`src/rtl/ram_io_responder_pkg.sv`:
```
// Shared bus definitions for the 4-bit multiplexed CPU bus: phase encodings,
// RAM I/O opcodes (OPA field of OPR=0xE) and opcode class helpers.
package ram_io_responder_pkg;

  typedef enum logic [3:0] {
    PH_IDLE = 4'd0,
    PH_A1   = 4'd1,
    PH_A2   = 4'd2,
    PH_A3   = 4'd3,
    PH_M1   = 4'd4,
    PH_M2   = 4'd5,
    PH_X1   = 4'd6,
    PH_X2   = 4'd7,
    PH_X3   = 4'd8
  } phase_e;

  localparam logic [3:0] OPR_IO = 4'hE;

  localparam logic [3:0] IO_WRM = 4'h0;
  localparam logic [3:0] IO_WMP = 4'h1;
  localparam logic [3:0] IO_WRR = 4'h2;
  localparam logic [3:0] IO_WPM = 4'h3;
  localparam logic [3:0] IO_WR0 = 4'h4;
  localparam logic [3:0] IO_WR1 = 4'h5;
  localparam logic [3:0] IO_WR2 = 4'h6;
  localparam logic [3:0] IO_WR3 = 4'h7;
  localparam logic [3:0] IO_SBM = 4'h8;
  localparam logic [3:0] IO_RDM = 4'h9;
  localparam logic [3:0] IO_RDR = 4'hA;
  localparam logic [3:0] IO_ADM = 4'hB;
  localparam logic [3:0] IO_RD0 = 4'hC;
  localparam logic [3:0] IO_RD1 = 4'hD;
  localparam logic [3:0] IO_RD2 = 4'hE;
  localparam logic [3:0] IO_RD3 = 4'hF;

  function automatic logic is_main_rd(input logic [3:0] opa);
    return (opa == IO_SBM) || (opa == IO_RDM) || (opa == IO_ADM);
  endfunction

  // WR0-3 and RD0-3 carry the status index in opa[1:0]
  function automatic logic is_stat_wr(input logic [3:0] opa);
    return opa[3:2] == 2'b01;
  endfunction

  function automatic logic is_stat_rd(input logic [3:0] opa);
    return opa[3:2] == 2'b11;
  endfunction

endpackage

```
`src/rtl/bus_phase_counter.sv`:
```
// Tracks the 8-phase instruction cycle from sync; shared with the CPU-side sequencer.
module bus_phase_counter
  import ram_io_responder_pkg::*;
(
  input  logic   clk_i,
  input  logic   rst_ni,
  input  logic   sync_i,
  output phase_e phase_o
);

  phase_e phase_q, phase_d;

  always_ff @(posedge clk_i or negedge rst_ni) begin
    if (!rst_ni) phase_q <= PH_IDLE;
    else         phase_q <= phase_d;
  end

  // sync restarts the cycle from any phase; without it X3 falls back to IDLE
  always_comb begin
    phase_d = phase_q;
    if (sync_i) begin
      phase_d = PH_A1;
    end else begin
      unique case (phase_q)
        PH_IDLE: phase_d = PH_IDLE;
        PH_A1:   phase_d = PH_A2;
        PH_A2:   phase_d = PH_A3;
        PH_A3:   phase_d = PH_M1;
        PH_M1:   phase_d = PH_M2;
        PH_M2:   phase_d = PH_X1;
        PH_X1:   phase_d = PH_X2;
        PH_X2:   phase_d = PH_X3;
        PH_X3:   phase_d = PH_IDLE;
        default: phase_d = PH_IDLE;
      endcase
    end
  end

  assign phase_o = phase_q;

endmodule

```
`src/rtl/ram_io_responder.sv`:
```
// 4002-class RAM/output responder: latches SRC addresses, decodes OPR=0xE I/O
// instructions and sinks/sources RAM, status and output-port nibbles at X2.
module ram_io_responder
  import ram_io_responder_pkg::*;
#(
  parameter logic [1:0] CHIP_ID = 2'd0
) (
  input  logic       clock,
  input  logic       reset_n,
  input  logic       sync,
  input  logic       cm_ram,
  input  logic [3:0] data_in,
  output logic [3:0] data_out,
  output logic       data_oe,
  output logic [3:0] port_out
);

  phase_e phase;

  logic       sel_q, src_q, opr_e_q, io_pend_q;
  logic [1:0] reg_q;
  logic [3:0] char_q, opa_q, port_q;
  logic [3:0][15:0][3:0] main_q;
  logic [3:0][3:0][3:0]  stat_q;

  logic exec, rd_main, rd_stat, wr_main, wr_stat, wr_port;

  bus_phase_counter u_phase (
    .clk_i   (clock),
    .rst_ni  (reset_n),
    .sync_i  (sync),
    .phase_o (phase)
  );

  // cm_ram at X2 means a new SRC, so it pre-empts any pending I/O
  assign exec    = (phase == PH_X2) && io_pend_q && sel_q && !cm_ram;
  assign rd_main = exec && is_main_rd(opa_q);
  assign rd_stat = exec && is_stat_rd(opa_q);
  assign wr_main = exec && (opa_q == IO_WRM);
  assign wr_port = exec && (opa_q == IO_WMP);
  assign wr_stat = exec && is_stat_wr(opa_q);

  always_comb begin
    data_out = 4'h0;
    if (rd_main)      data_out = main_q[reg_q][char_q];
    else if (rd_stat) data_out = stat_q[reg_q][opa_q[1:0]];
  end

  assign data_oe  = rd_main || rd_stat;
  assign port_out = port_q;

  always_ff @(posedge clock or negedge reset_n) begin
    if (!reset_n) begin
      sel_q     <= 1'b0;
      src_q     <= 1'b0;
      opr_e_q   <= 1'b0;
      io_pend_q <= 1'b0;
      reg_q     <= 2'd0;
      char_q    <= 4'h0;
      opa_q     <= 4'h0;
    end else begin
      unique case (phase)
        PH_M1: opr_e_q <= (data_in == OPR_IO);
        PH_M2: begin
          if (opr_e_q && cm_ram) begin
            opa_q     <= data_in;
            io_pend_q <= 1'b1;
          end
        end
        PH_X2: begin
          src_q <= cm_ram;
          if (cm_ram) begin
            sel_q     <= (data_in[3:2] == CHIP_ID);
            io_pend_q <= 1'b0;
            if (data_in[3:2] == CHIP_ID) reg_q <= data_in[1:0];
          end
        end
        PH_X3: begin
          io_pend_q <= 1'b0;
          src_q     <= 1'b0;
          if (src_q && sel_q) char_q <= data_in;
        end
        default: ;
      endcase
    end
  end

  always_ff @(posedge clock or negedge reset_n) begin
    if (!reset_n) begin
      main_q <= '0;
      stat_q <= '0;
      port_q <= 4'h0;
    end else begin
      if (wr_main) main_q[reg_q][char_q]      <= data_in;
      if (wr_stat) stat_q[reg_q][opa_q[1:0]] <= data_in;
      if (wr_port) port_q                     <= data_in;
    end
  end

endmodule

```
`config.mk`:
```
export PLATFORM = sky130hd
export DESIGN_NAME = ram_io_responder
export DESIGN_NICKNAME = d
export VERILOG_FILES = /design/src/rtl/ram_io_responder_pkg.sv /design/src/rtl/bus_phase_counter.sv /design/src/rtl/ram_io_responder.sv
export SDC_FILE = /design/constraint.sdc
export NUM_CORES = 1
export LEC_CHECK = 0
export CAP_MARGIN = 30
export CORE_UTILIZATION = 45
export CTS_BUF_LIST = sky130_fd_sc_hd__clkbuf_2
export DETAILED_ROUTE_END_ITERATION = 10
export GPL_ROUTABILITY_DRIVEN = 0
export PLACE_DENSITY = 0.7
export RECOVER_POWER = 25
export SYNTH_ARGS = -nofsm -noshare
export SYNTH_HDL_FRONTEND = slang
export SYNTH_SLANG_ARGS = --single-unit
```
`constraint.sdc`:
```
create_clock -name clock -period 3.97 [get_ports clock]
set_input_delay 0.794 -clock clock [delete_from_list [all_inputs] [get_ports clock]]
set_output_delay 0.794 -clock clock [all_outputs]
set_load 0.1 [all_outputs]
```
==> out/metrics.yaml, run 1 <==
run_status:
  status: "finished with violations"
  failed_checks: "design-rule violations, max-capacitance violations, max-slew violations, negative setup slack"
clock_network:
  h-tree-depth: 3
  clk_pin_slew_ns: 0.10
  cts_root_buffer: "clkbuf_2"
  clock_path_buffers: 3
  insertion_delay_ns: 0.90
  cts_tree: "done"
  cts_sinks: 342
  cts_buffers: 88
timing:
  fin_skew_ns: 0.0641
  hold_viol: 0
  setup_slack_ns: -0.0884
  rsz0062_at_grt: "yes"
  finalSetupViolCount: 4
  setup_tns_ns: -0.282
  period_needed_ns: 4.06
  holdWs_ns: 0.295
  fin_crit_sh_pct: 102
  drv_slew: 164
  slew_headroom_pct: -41.1
  worst_slew_pin_slew_ns: 2.12
  max_clock_freq_ghz: 0.246
logic_synthesis:
  synth_ff_type: "dfrtp_1"
  synth.cell_area_um2: 16200
  synth_nets: 1213
  yosys_register_bits: 342
  synth_cells: 1200
  syn_avg_cell_area_um2: 13.5
  synth_xor_area_share_pct: 0
  synth-simple-area-share_pct: 7.66
  synth-seq-area-share_pct: 52.7
  synth-async-reset-ratio_pct: 100
  synth_compound_area_share_pct: 3.07
  synth_top_family_by_area: "multiplexers"
  synth_adder_area_share_pct: 0.385
  ys_warn_count: 0
  yosysUniqueCellTypes: 46
  synthMuxAreaShare_pct: 34.0
  synth_edf_count: 0
global_route:
  grt_max_degree: 86
  grtUsageTotal_pct: 21.0
  grt_antenna_before_repair: 1
  grt_pass1_vias: 10900
  grt_remaining_overflow: 0
  grt_pass1_wl_mm: 60.1
floorplan:
  die_h_um: 192
  num_rows: 69
  ioPinCount: 17
  die_w_um: 192
  dieArea_um2: 36900
  core_area_um2: 35600
  start_util_pct: 45.7
finish:
  fin_nets: 1281
  final_area_um2: 18000
  layout-drive-gt1-share_pct: 44.2
  fill_cells: 3074
  instances_no_fill: 1782
  area_delta_synth_final_pct: 10.8
placement:
  dpl_cell_area_um2: 17000
  dpl.hpwl_mm: 22.8
  portBuffers: 16
  dp_slack_ns: 0.127
  dpl.cell_count: 1624
critical_path:
  path_cells: "buf_12 -> buf_6 -> mux4_2 -> mux2i_2 -> o211ai_1 -> nand3b_1 -> a221o_1 -> buf_12"
  crit_path_frequent_cell: "buf_12"
  required_ns: 3.18
  end_kind: "primary output"
  worstSetupPathType: "reg2out"
  critPathLaunchType: "flop"
  critical-path-max-stage-delay_ns: 0.52
  cp_max_fo: 4
  arrival_ns: 3.26
  cp_slowest_cell: "dfrtp_4"
power_and_ir_drop:
  p_per_area_nw_per_um2: 366
  leakagePower_nw: 8.69
  peakVddDrop_mv: 0.178
routing:
  wl_per_cell_um: 20.8
  postRouteAntennaNets: 0
  remaining_drc_errors: 1
  num_vias: 10200
  vias_per_cell: 5.71
  dr.pass1.iters: 8
  wl_mm: 37.0
  drtIter0Drc: 694
min_path:
  worstHoldPathType: "in2reg"
job:
  max-cap-violations: 2
-- worst max-delay path: cells and delay by family (launching register included) --
kind / cells / cell delay (ns)
muxes: 2 / 0.66
AOI/OAI and AO/OA: 2 / 0.56
DFF: 1 / 0.52
buffers and inverters: 3 / 0.47
and+or+nand+nor: 1 / 0.20
-- cells in the mapped netlist (5+ instances only) --
cell	instances	area, um^2
buf_1	10	37.5
nand4_1	24	150
dfrtp_1	342	8560
nor2b_1	8	50.1
clkbuf_1	69	259
nand2_1	90	338
nor2_1	25	93.8
nand2_4	10	113
nand2b_1	11	68.8
mux2_4	8	120
nand3_1	22	110
mux2i_1	101	1010
a21oi_1	13	65.1
ha_1	5	62.6
nor3_1	9	45.0
mux2_2	323	3640
a22oi_1	40	300
mux4_2	32	721
nand3b_1	6	45.0
-- repair_timing --
action	4_1_cts	5_1_grt
buffers inserted	13	0
cloned	2	0
setup endpoints to repair	4	4
hold buffers	1	0
resized for setup	13	7
endpoints found under the hold margin	74	0
pin swaps	3	6
-- registers in the layout, indices dropped and copies added, names as in the netlist --
signal	count
char_q	4
io_pend_q	1
main_q	256
opa_q	4
opr_e_q	1
port_out	4
reg_q	2
sel_q	1
src_q	1
stat_q	64
u_phase.phase_o	4
-- per-layer routing --
metal | track usage [%] | vias up | share of wire, %
met3 | 3.82 | 80 | 4.2
met2 | 34.4 | 247 | 49
met4 | 8.18 | 0 | 2.8
met5 | 0 | - | 0
li1 | - | 4581 | -
met1 | 27.8 | 5269 | 44
-- kinds of logic (layout without fill, tap and decap cells) --
group | after synthesis | count (layout)
multiplexers | 467 | 467
AO/OA/AOI/OAI | 70 | 70
buffers and inverters | 89 | 209
flip-flops | 342 | 342
AND/OR/NAND/NOR | 227 | 227
adder cells (fa/ha/maj) | 5 | 5
other | 0 | 1
-- layout make-up --
cell class              count  area (um^2)  share of cell area, %
multi-input cells         769         7390                   41.1
inverters                   4         15.0                 0.0835
clock inverters            16         87.6                  0.487
flip-flops and latches    342         8560                   47.6
diodes                      1         2.50                 0.0139
clock buffers             126          631                   3.51
well taps                 461          577                   3.21
repair buffers             63          727                   4.04
-- placed cells by master, fill, tap and decap left out, types with 2 or more instances in the layout --
cell type        count
buf_6                4
mux2_4               8
mux2i_1             95
o21ai_0              3
and2_1               2
o211ai_1             4
nand3_1             22
or2_2                2
buf_2                7
or3_1                4
buf_4               25
buf_12              13
nor2b_2              4
nand2b_1            11
nor3_1               9
clkdlybuf4s50_1      6
clkinv_1            12
mux4_2              32
clkbuf_2           128
a221o_1              4
a21oi_1             13
dfrtp_1            340
nand2_4             10
buf_16               3
nor2_1              23
inv_2                2
nor2b_1              4
nand2_1             90
nor2_2               2
mux2_1               3
nand4_1             24
mux2i_2              6
a22oi_2              2
and4_1               2
inv_1                4
mux2_2             323
ha_1                 5
a22oi_1             38
nand3b_1             6
nor4_4               3
-- final timing paths --
check / from / end / slack (ns) / cells after the start
min in group asynchronous: reset_n / main_q[235]$_DFFE_PN0P_ / 1.04 / 2
hold / removal: data_in[3] / sel_q$_DFFE_PN0P_ / 0.29 / 3
hold reg to reg: main_q[28]$_DFFE_PN0P_ / main_q[28]$_DFFE_PN0P_ / 0.49 / 1
setup / recovery: reg_q[1]$_DFFE_PN0P_ / data_out[0] / -0.09 / 8
setup reg to reg: u_phase.phase_o[0]$_DFF_PN0_ / main_q[223]$_DFFE_PN0P_ / 1.00 / 8
max in group asynchronous: reset_n / main_q[245]$_DFFE_PN0P_ / 0.53 / 3
-- power by group --
| part | switching [mW] | internal [mW] |
|---|---|---|
| Clock | 1.36 | 0.895 |
| Sequential | 0.0691 | 3.53 |
| Combinational | 0.447 | 0.282 |
-- metrics by stage --
step / util, % / total power, mW
after floorplan: - / 4.07
after global placement: 47.9 / 4.32
after detailed placement: 47.9 / 4.33
after CTS: 50.7 / 6.68
after global routing: 50.6 / 6.92
final: 50.6 / 6.58
Note: power is estimated with default switching activity, not from simulation.
==> run 2, diff against run 1 <==
TNS_END_PERCENT = 20   (was default)
==> out/metrics.yaml, run 2 (synthesized netlist as in run 1, its figures left out) <==
run_status:
  status: "finished with violations"
  failed_checks: "max-capacitance violations, max-slew violations, negative setup slack"
clock_network:
  clock_path_buffers: 3  # unchanged
  cts_root_buffer: "clkbuf_2"
  cts_buffers: 88  # unchanged
  clk_pin_slew_ns: 0.10  # about the same
  h-tree-depth: 3  # unchanged
  cts_sinks: 342  # unchanged
  cts_tree: "done"
  insertion_delay_ns: 0.90  # about the same
routing:
  remaining_drc_errors: 0  # -1
  dr.pass1.iters: 7  # -1
  drtIter0Drc: 595  # -14%
  vias_per_cell: 5.69  # -0.43%
  wl_mm: 37.0  # +0.11%
  wl_per_cell_um: 20.7  # -0.23%
  num_vias: 10200  # -0.098%
  postRouteAntennaNets: 0  # unchanged
finish:
  layout_commonest_cell: "dfrtp_1"
  layout-drive-gt1-share_pct: 44.1  # -0.049 points
  largest_reg_flops: 256  # unchanged
  final_area_um2: 18100  # +0.35%
  largest-register: "main_q"
  final_cell_mix: "340 x dfrtp_1, 323 x mux2_2, 128 x clkbuf_2"
  fin_nets: 1287  # +0.47%
  area_delta_synth_final_pct: 11.2
  final_core_util_pct: 50.8  # +0.18 points
  top_regs: "main_q x256, stat_q x64"
placement:
  dpl_cell_area_um2: 17000  # unchanged
  dpl.hpwl_mm: 22.8  # unchanged
  portBuffers: 16  # unchanged
min_path:
  worstHoldPathType: "in2reg"
timing:
  holdWs_ns: 0.283  # -0.0121 ns
  setup_slack_ns: -0.100  # -0.0119 ns
  slew_headroom_pct: -40.9  # +0.25 points
  period_needed_ns: 4.07  # +0.0119 ns
  finalSetupViolCount: 4  # unchanged
  rsz0062_at_grt: "yes"
  drv_slew: 164  # unchanged
  fin_crit_sh_pct: 103  # +0.30 points
  worst_slew_pin_slew_ns: 2.11  # -0.00377 ns
  setup_tns_ns: -0.316  # -0.0343 ns
  max_clock_freq_ghz: 0.246  # -0.29%
  hold_viol: 0  # unchanged
  fin_skew_ns: 0.0563  # -0.00784 ns
floorplan:
  die_w_um: 192  # unchanged
  num_rows: 69  # unchanged
  ioPinCount: 17  # unchanged
  die_h_um: 192  # unchanged
  core_area_um2: 35600  # unchanged
  start_util_pct: 45.7  # unchanged
  dieArea_um2: 36900  # unchanged
job:
  max-cap-violations: 2  # unchanged
critical_path:
  cp_max_fo: 16  # +12
  required_ns: 3.18  # about the same
  critPathLaunchType: "flop"
  end_kind: "primary output"
  arrival_ns: 3.28  # +0.02 ns
  worstSetupPathType: "reg2out"
global_route:
  grt_antenna_before_repair: 1  # unchanged
  grt_remaining_overflow: 0  # unchanged
  grt_pass1_wl_mm: 60.0  # about the same
  grt_pass1_vias: 11000  # +0.16%
  grtUsageTotal_pct: 21.0  # about the same
  grt_max_degree: 86  # unchanged
power_and_ir_drop:
  p_per_area_nw_per_um2: 366  # about the same
  peakVddDrop_mv: 0.179  # +0.43%
  leakagePower_nw: 8.73  # +0.49%
## run 2: cell types whose count changed in the layout (fill, tap and decap cells not counted)
cell | before | now
buf_4 | 25 | 30
mux2i_1 | 95 | 98
mux2i_2 | 6 | 3
a22oi_1 | 38 | 39
a22oi_2 | 2 | 1
buf_12 | 13 | 14
buf_6 | 4 | 3
bufbuf_16 | 1 | 2
## run 2: final timing paths
| check | from | to | slack (ns) | cells past startpoint |
|---|---|---|---|---|
| max | reg_q[1]$_DFFE_PN0P_ | data_out[2] | -0.10 | 9 |
| max reg2reg | u_phase.phase_o[0]$_DFF_PN0_ | main_q[203]$_DFFE_PN0P_ | 1.01 | 8 |
| min in group asynchronous | reset_n | main_q[235]$_DFFE_PN0P_ | 1.04 | 2 |
| min | data_in[3] | sel_q$_DFFE_PN0P_ | 0.28 | 3 |
| max in group asynchronous | reset_n | main_q[245]$_DFFE_PN0P_ | 0.53 | 3 |
| min reg2reg | main_q[28]$_DFFE_PN0P_ | main_q[28]$_DFFE_PN0P_ | 0.49 | 1 |
## run 2: area by class of cell
type                       instances  area (um^2)
tap                              461          577
timing repair buffer              69          806
inverter                           4         15.0
antenna                            1         2.50
fill                            3075        17500
clock buffer                     126          631
sequential                       342         8560
multi-input combinational        769         7370
clock inverter                    16         87.6
## run 2: worst max-delay path, stage by stage, from the launching register on
cell	delay [ns]
dfrtp_4	0.51
buf_4	0.15
buf_4	0.15
bufbuf_16	0.30
mux2i_1	0.23
a22oi_1	0.13
nand4_1	0.13
nand4_1	0.16
a221o_1	0.44
buf_12	0.20
## run 2: layer usage
layer	wire [um]	track usage [%]	share of wire, %	up-vias
met2	18100	34.5	49	227
met4	897	8.06	2.4	0
met5	0	0	0	-
met3	1480	3.87	4.0	74
met1	16500	27.7	45	5272
li1	-	-	-	4594
## run 2: metrics by stage
stage	std cells	setup slack (ns)	total power, mW
after detailed placement	1624	0.127	4.33
after global placement	1623	0.280	4.32
after global routing	1788	-0.219	6.94
after floorplan	1200	0.482	4.07
final	1788	-0.100	6.60
after CTS	1781	-0.107	6.68
## run 2: what timing repair did
item | CTS | global route
endpoints found under the hold margin | 74 | 0
gates cloned | 2 | 0
pin swaps | 2 | 4
setup buffers | 12 | 6
hold buffers | 1 | 0
endpoints found under the setup margin | 4 | 4
gates resized for setup | 7 | 8
## run 2: power by group
group	internal, mW	total [mW]	leakage, nW	switching, mW
Combinational	0.300	0.750	3.40	0.450
Clock	0.895	2.26	0.569	1.37
Sequential	3.53	3.59	4.76	0.0676
